===== src/rtl/if_stage_pkg.sv =====
// if_stage_pkg
//   Shared definitions for the instruction-fetch stage and the decode stage:
//   the fetch FSM state type, the bubble word, the PC increment and the
//   opcode values both stages agree on.
//   No ports (package).
package if_stage_pkg;

  typedef enum logic [0:0] {
    FETCH       = 1'b0,
    BRANCH_HOLD = 1'b1
  } if_state_e;

  // Bubble word: opcode field 7'b0000000, which decode treats as a no-op.
  localparam logic [31:0] IF_NOP_INSTR = 32'h0000_0000;

  localparam logic [31:0] PC_INC = 32'd4;

  localparam logic [6:0] OPC_NOP    = 7'b0000000;
  localparam logic [6:0] OPC_BRANCH = 7'b1100011;
  localparam logic [6:0] OPC_JAL    = 7'b1101111;
  localparam logic [6:0] OPC_JALR   = 7'b1100111;

  // Force an address onto a word boundary.
  function automatic logic [31:0] align_word(input logic [31:0] addr);
    return {addr[31:2], 2'b00};
  endfunction

endpackage


===== src/rtl/if_stage.sv =====
// if_stage
//   Instruction fetch: holds the PC, issues one read per cycle to the
//   instruction memory and registers the returned word for decode. When
//   decode flags the word being fetched as a branch, fetch parks in
//   BRANCH_HOLD (issuing bubbles) until the branch resolves or a hold
//   timeout forces a fall-through.
//
//   state       | meaning
//   ------------+--------------------------------------------------------
//   FETCH       | request imem at pc each unstalled cycle
//   BRANCH_HOLD | no requests; bubbles until branch_valid or timeout
//
// Ports
//   clk, rst_n              clock, synchronous active-low reset
//   stall                   freeze outputs and PC, suppress the request
//   pc_nop_control          current fetch is a branch -> enter BRANCH_HOLD
//   branch_valid/taken/target  branch resolution (used only in BRANCH_HOLD)
//   imem_req/addr           read request and word address
//   imem_ready/rdata        read data handshake
//   instruction/output_pc   registered word and its PC for decode
//   if_valid                instruction carries a real fetch
//   branch_timeout          one-cycle pulse when the hold timed out
module if_stage
  import if_stage_pkg::*;
#(
  parameter logic [31:0] RESET_PC  = 32'h0000_0000,
  parameter int          HOLD_MAX  = 4,
  parameter logic [31:0] NOP_INSTR = IF_NOP_INSTR
) (
  input  logic        clk,
  input  logic        rst_n,
  input  logic        stall,
  input  logic        pc_nop_control,
  input  logic        branch_valid,
  input  logic        branch_taken,
  input  logic [31:0] branch_target,
  output logic        imem_req,
  output logic [31:0] imem_addr,
  input  logic        imem_ready,
  input  logic [31:0] imem_rdata,
  output logic [31:0] instruction,
  output logic [31:0] output_pc,
  output logic        if_valid,
  output logic        branch_timeout
);

  localparam int CNT_W = $clog2(HOLD_MAX + 1);
  localparam logic [CNT_W-1:0] HOLD_LAST = CNT_W'(HOLD_MAX - 1);
  localparam logic [CNT_W-1:0] HOLD_SAT  = CNT_W'(HOLD_MAX);

  if_state_e        state, state_nxt;
  logic [31:0]      pc, pc_nxt;
  logic [CNT_W-1:0] hold_cnt, hold_cnt_nxt;
  logic             accept;
  logic             timeout_hit;

  // Gated by rst_n so no request escapes while reset is held.
  assign imem_req  = (state == FETCH) && !stall && rst_n;
  assign imem_addr = pc;
  assign accept    = imem_req && imem_ready;

  // A resolution arriving on the last hold cycle wins over the timeout.
  assign timeout_hit = (state == BRANCH_HOLD) && !branch_valid &&
                       (hold_cnt == HOLD_LAST);

  always_ff @(posedge clk) begin
    if (!rst_n) state <= FETCH;
    else        state <= state_nxt;
  end

  always_comb begin
    state_nxt    = state;
    pc_nxt       = pc;
    hold_cnt_nxt = hold_cnt;
    case (state)
      FETCH: begin
        // The flagged branch is itself fetched normally, so pc already
        // points at its fall-through when the hold starts.
        if (accept) pc_nxt = pc + PC_INC;
        if (pc_nop_control) begin
          state_nxt    = BRANCH_HOLD;
          hold_cnt_nxt = '0;
        end
      end
      BRANCH_HOLD: begin
        if (hold_cnt != HOLD_SAT) hold_cnt_nxt = hold_cnt + 1'b1;
        if (branch_valid) begin
          if (branch_taken) pc_nxt = align_word(branch_target);
          state_nxt = FETCH;
        end else if (timeout_hit) begin
          state_nxt = FETCH;
        end
      end
      default: state_nxt = FETCH;
    endcase
  end

  always_ff @(posedge clk) begin
    if (!rst_n) begin
      pc             <= align_word(RESET_PC);
      hold_cnt       <= '0;
      instruction    <= NOP_INSTR;
      output_pc      <= 32'h0000_0000;
      if_valid       <= 1'b0;
      branch_timeout <= 1'b0;
    end else begin
      pc             <= pc_nxt;
      hold_cnt       <= hold_cnt_nxt;
      branch_timeout <= timeout_hit;
      if (!stall) begin
        if (accept) begin
          instruction <= imem_rdata;
          output_pc   <= pc;
          if_valid    <= 1'b1;
        end else begin
          instruction <= NOP_INSTR;
          if_valid    <= 1'b0;
        end
      end
    end
  end

endmodule


===== config.mk =====
export PLATFORM = sky130hd
export DESIGN_NAME = if_stage
export DESIGN_NICKNAME = d
export VERILOG_FILES = /design/src/rtl/if_stage_pkg.sv /design/src/rtl/if_stage.sv
export SDC_FILE = /design/constraint.sdc
export NUM_CORES = 1
export LEC_CHECK = 0
export CAP_MARGIN = 20
export CORE_MARGIN = 2
export CORE_UTILIZATION = 57
export DETAILED_ROUTE_END_ITERATION = 12
export DONT_BUFFER_PORTS = 1
export GPL_TIMING_DRIVEN = 0
export PLACE_DENSITY_LB_ADDON = 0.3
export SYNTH_ARGS = -nofsm -noshare
export SYNTH_HDL_FRONTEND = slang
export SYNTH_SLANG_ARGS = --single-unit

===== constraint.sdc =====
create_clock -name clk -period 1.85 [get_ports clk]
set_input_delay 0 -clock clk [delete_from_list [all_inputs] [get_ports clk]]
set_output_delay 0 -clock clk [all_outputs]
set_load 0.005 [all_outputs]

==> metrics.log <==
INFO  metric start_util = between 50% and 60%
INFO  metric drc_errors = 0
INFO  metric time_the_worst_path_needs_with_i_o_delays_and_setup = 2.031 ns
INFO  metric worst_min_delay_path_startpoint = branch_target[27]
INFO  metric netSwitchingFraction = around 30%
INFO  metric setup_total_negative_slack = -0.5027 ns
INFO  metric number_of_distinct_library_cell_variants_in_the_gate_level_netlist_after_synthesis = 54
INFO  metric final-hold-violation-count = 1
INFO  metric layout.filler_cells = 566
INFO  metric met2RoutedLength = 7180 µm
INFO  metric ant_nets = 0
INFO  metric vias = 4853
INFO  metric violations_in_the_final_reports = hold timing, setup timing
INFO  metric ratio_of_routed_vias_to_standard_cells = between 6 and 7
INFO  metric syn-instance-count = 560
INFO  metric post_synth_mux_area_share = 2.086%
INFO  metric pre_cts_slack = -0.3598 ns
INFO  metric grt_util_all_layers = roughly a third
INFO  metric r2r_start = imem_addr[2]
INFO  metric synth_ff_type = dfxtp_1
INFO  metric p_clk_share = between 30% and 40%
INFO  metric crit_arrival = 2.33 ns
INFO  metric clk_latency = 0.37 ns
INFO  metric drive_above_1_share = 15.55%
INFO  metric peakVddDrop = 482.5 µV
INFO  metric seqCellArea = 2013 µm²
INFO  metric cts.sink_count = 98
INFO  metric final_net_count = 726
INFO  metric synth_top_family_by_area = simple AND/OR/NAND/NOR gates
INFO  metric timing.reg2reg.worst_path_depth = 7
INFO  metric synth-warning-count = 0
INFO  metric worst_hold_slack = -0.0009432 ns
INFO  metric post_synth_and_or_nand_nor_area_fraction = between 20% and 30%
INFO  metric grt_pass1_vias = 4613
INFO  metric p_per_area = slightly above 700 nW/µm²
INFO  metric max-clock-path-buffers = 2
INFO  metric slew_violations = 0
INFO  metric rsz0062_at_grt = true
INFO  metric placed_area = 4606 µm²
INFO  metric outcome = finished with violations
INFO  metric multi_input_area = roughly 2400 µm²
INFO  metric cts_tree = done
INFO  metric power.total = 4.109 mW
INFO  metric relSlewSlack = 49.61%
INFO  metric fmax = 492.4 MHz
INFO  metric path_clk_slew = 0.11 ns
INFO  metric worst_ep_required_time = 2.15 ns
INFO  metric syn_area_per_cell = ~7.9 µm²
INFO  metric maxUsedRoutingLayer = met4
INFO  metric finalInstanceArea = approximately 5800 µm²
INFO  metric power_frac_seq = 54.2%
INFO  metric holdPathEnd = imem_addr[27]
INFO  metric gp_congestion = 0.9183
INFO  metric finalClockSkew = 0.01422 ns
INFO  metric die_height = 92.24 µm
INFO  metric std_cell_rows = 32
INFO  metric place.detailed.hpwl = 9585 µm
INFO  metric asyncSetResetFlopFracSynth = 0%
INFO  metric clock_tree.root_cell = clkbuf_8
INFO  metric grt_antenna_before_repair = 0
INFO  metric die_width = 92.24 µm
INFO  metric synth.cell_area = 4438 µm²
INFO  metric stdcell_count = 758
INFO  metric setup.reg_to_reg.worst_slack = -0.18 ns
INFO  metric first_iter_violations = 600
INFO  metric overflow = 0
INFO  metric int_pwr = between 2 and 3 mW
INFO  metric worstMarginPinSlew = roughly 0.76 ns
INFO  metric grt_start_max_net_pins = 20
INFO  metric totalWireLength = 15210 µm
INFO  metric post-route-worst-setup-slack = -0.1809 ns
INFO  metric postSynthRegisterBits = between 90 and 100
INFO  metric cts_inserted_buffers = 9
INFO  metric n_antenna_cell = 0
INFO  metric critical_path_class = flop to flop
INFO  metric htree_levels = 3
INFO  metric grt_pass1_wl = 23030 µm
INFO  metric setup.worst_path.start_class = flop
INFO  metric critical_path_fanouts_max = 8
INFO  metric net-switching-power = approximately 1.2 mW
INFO  metric synth-xor-area-share = 0%
INFO  metric num_io_pins = 170
INFO  metric setup_viol = 6
INFO  metric r2r_end = imem_addr[16]
INFO  metric synth_compound_gate_area_share = approximately a fifth
INFO  metric routed_wire_length_per_instance = 20.07 µm
INFO  metric m1WireLength = between 5000 and 6000 µm
INFO  metric power.combinational.fraction = 11.8%
INFO  metric post-route-util = about three quarters
INFO  metric worstHoldPathCells = 3
INFO  metric synth_edf_count = 0
INFO  metric dieArea = about 8500 µm²
INFO  metric placeableCoreArea = ~7600 µm²
INFO  metric firstDrtPassIters = 6
INFO  metric synth_sequential_area_ratio = between 40% and 50%
INFO  metric cap_violations = 0
INFO  metric syn_to_final_growth = 29.97%
INFO  metric post_synth_fa_ha_maj_area_fraction = 1.128%
INFO  metric placement.io_buffers = 0
INFO  metric dp.cells = roughly 670
INFO  metric worst_setup_path_end_kind = flop
INFO  metric wl_met3 = about 1700 µm
INFO  metric hold_path_class = input pin to flop
INFO  metric total_leakage_power = 2.087 nW
INFO  metric post-route-period-util = 109.8%
==> flip-flops by register name, summed over array words and instances, names as in the netlist <==
register / flops
hold_cnt: 3
branch_timeout: 1
output_pc: 30
imem_addr: 30
instruction: 32
state: 1
if_valid: 1
==> power groups by stage <==
stage	sequential, mW	combinational (mW)	clock [mW]
floorplan	2.25	0.245	0
global placement	2.27	0.322	0
detailed placement	2.27	0.334	0
CTS	2.23	0.449	1.39
global route	2.23	0.516	1.46
finish	2.23	0.484	1.40
==> critical path: stages, from the launching register on <==
cell     delay (ns)
dfxtp_4        0.43
ha_4           0.16
nand4_4        0.09
or2_1          0.26
buf_6          0.13
or3_4          0.32
or3_4          0.40
a31oi_4        0.17
==> routing by layer <==
metal	up-vias	track usage, %
li1	2172	-
met1	2248	40.66
met2	378	56.19
met3	55	9.532
met4	0	17.91
met5	-	0
==> cell families after synthesis <==
| logic type | after synthesis |
|---|---|
| buffers and inverters | 58 |
| adder cells (fa/ha/maj) | 4 |
| AND/OR/NAND/NOR | 242 |
| multiplexers | 9 |
| AO/OA/AOI/OAI | 148 |
| flip-flops | 98 |
| other | 1 |
==> Yosys cell counts (7+ instances only) <==
library cell  number  area [µm²]
o21ai_0           21       105.1
inv_1              7       26.28
a21oi_1           54       270.3
a31oi_1           12       75.07
nand4_1            7       43.79
buf_1              8       30.03
nand2_1           96       360.4
mux2i_1            7       70.07
clkbuf_1          32       120.1
a22oi_1           34       255.2
nor3_1            10       50.05
and3_1            13       81.33
nor2_1            63       236.5
nand3_1           19       95.09
dfxtp_1           98        1962
==> cell type report <==
cell class / count / area share (%)
Clock buffer: 9 / 2.148
Inverter: 8 / 0.5206
Tap cell: 102 / 2.213
Sequential cell: 98 / 34.90
Buffer: 49 / 4.469
Clock inverter: 7 / 1.236
Multi-Input combinational cell: 407 / 41.28
Timing Repair Buffer: 78 / 13.23
==> worst max-delay path by stage <==
| stage | from | to | slack, ns | cells past startpoint |
|---|---|---|---|---|
| 3_5_place_dp | state | imem_addr[4] | -0.36 | 6 |
| 4_1_cts | imem_addr[2] | imem_addr[16] | -0.1 | 7 |
| 5_1_grt | imem_addr[3] | imem_addr[26] | -0.23 | 7 |
| 3_3_place_gp | state | imem_addr[4] | -0.41 | 6 |
| 6_report | imem_addr[2] | imem_addr[16] | -0.18 | 7 |
| 2_1_floorplan | imem_addr[3] | imem_addr[16] | 0.001 | 7 |
==> repair_timing <==
action / CTS / global route
endpoints found under the setup margin: 58 / 81
resized for setup: 35 / 48
pin swaps: 8 / 11
hold endpoints to repair: 66 / 0
setup buffers: 9 / 7
hold buffers: 63 / 0
==> placed cells by master (no fill, tap or decap), types with 3 or more instances in the layout <==
| cell type | n |
|---|---|
| nor2_1 | 60 |
| buf_6 | 4 |
| and4_1 | 5 |
| clkbuf_8 | 9 |
| and3_1 | 13 |
| inv_1 | 7 |
| clkbuf_1 | 19 |
| dfxtp_1 | 77 |
| and2_1 | 4 |
| mux2i_1 | 7 |
| nand2_1 | 95 |
| a21oi_1 | 54 |
| o21ai_0 | 20 |
| a31oi_1 | 11 |
| clkbuf_2 | 10 |
| dlygate4sd3_1 | 63 |
| nand4_1 | 7 |
| ha_1 | 3 |
| nor2_2 | 3 |
| buf_2 | 7 |
| dfxtp_2 | 11 |
| nor3_1 | 9 |
| nand3_1 | 19 |
| or3_4 | 3 |
| dfxtp_4 | 10 |
| conb_1 | 4 |
| buf_4 | 17 |
| nor4_1 | 3 |
| buf_1 | 3 |
| o31ai_1 | 3 |
| a221oi_1 | 3 |
| a22oi_1 | 34 |
| a32o_1 | 3 |
No activity file was read; power rests on OpenSTA's default activity.
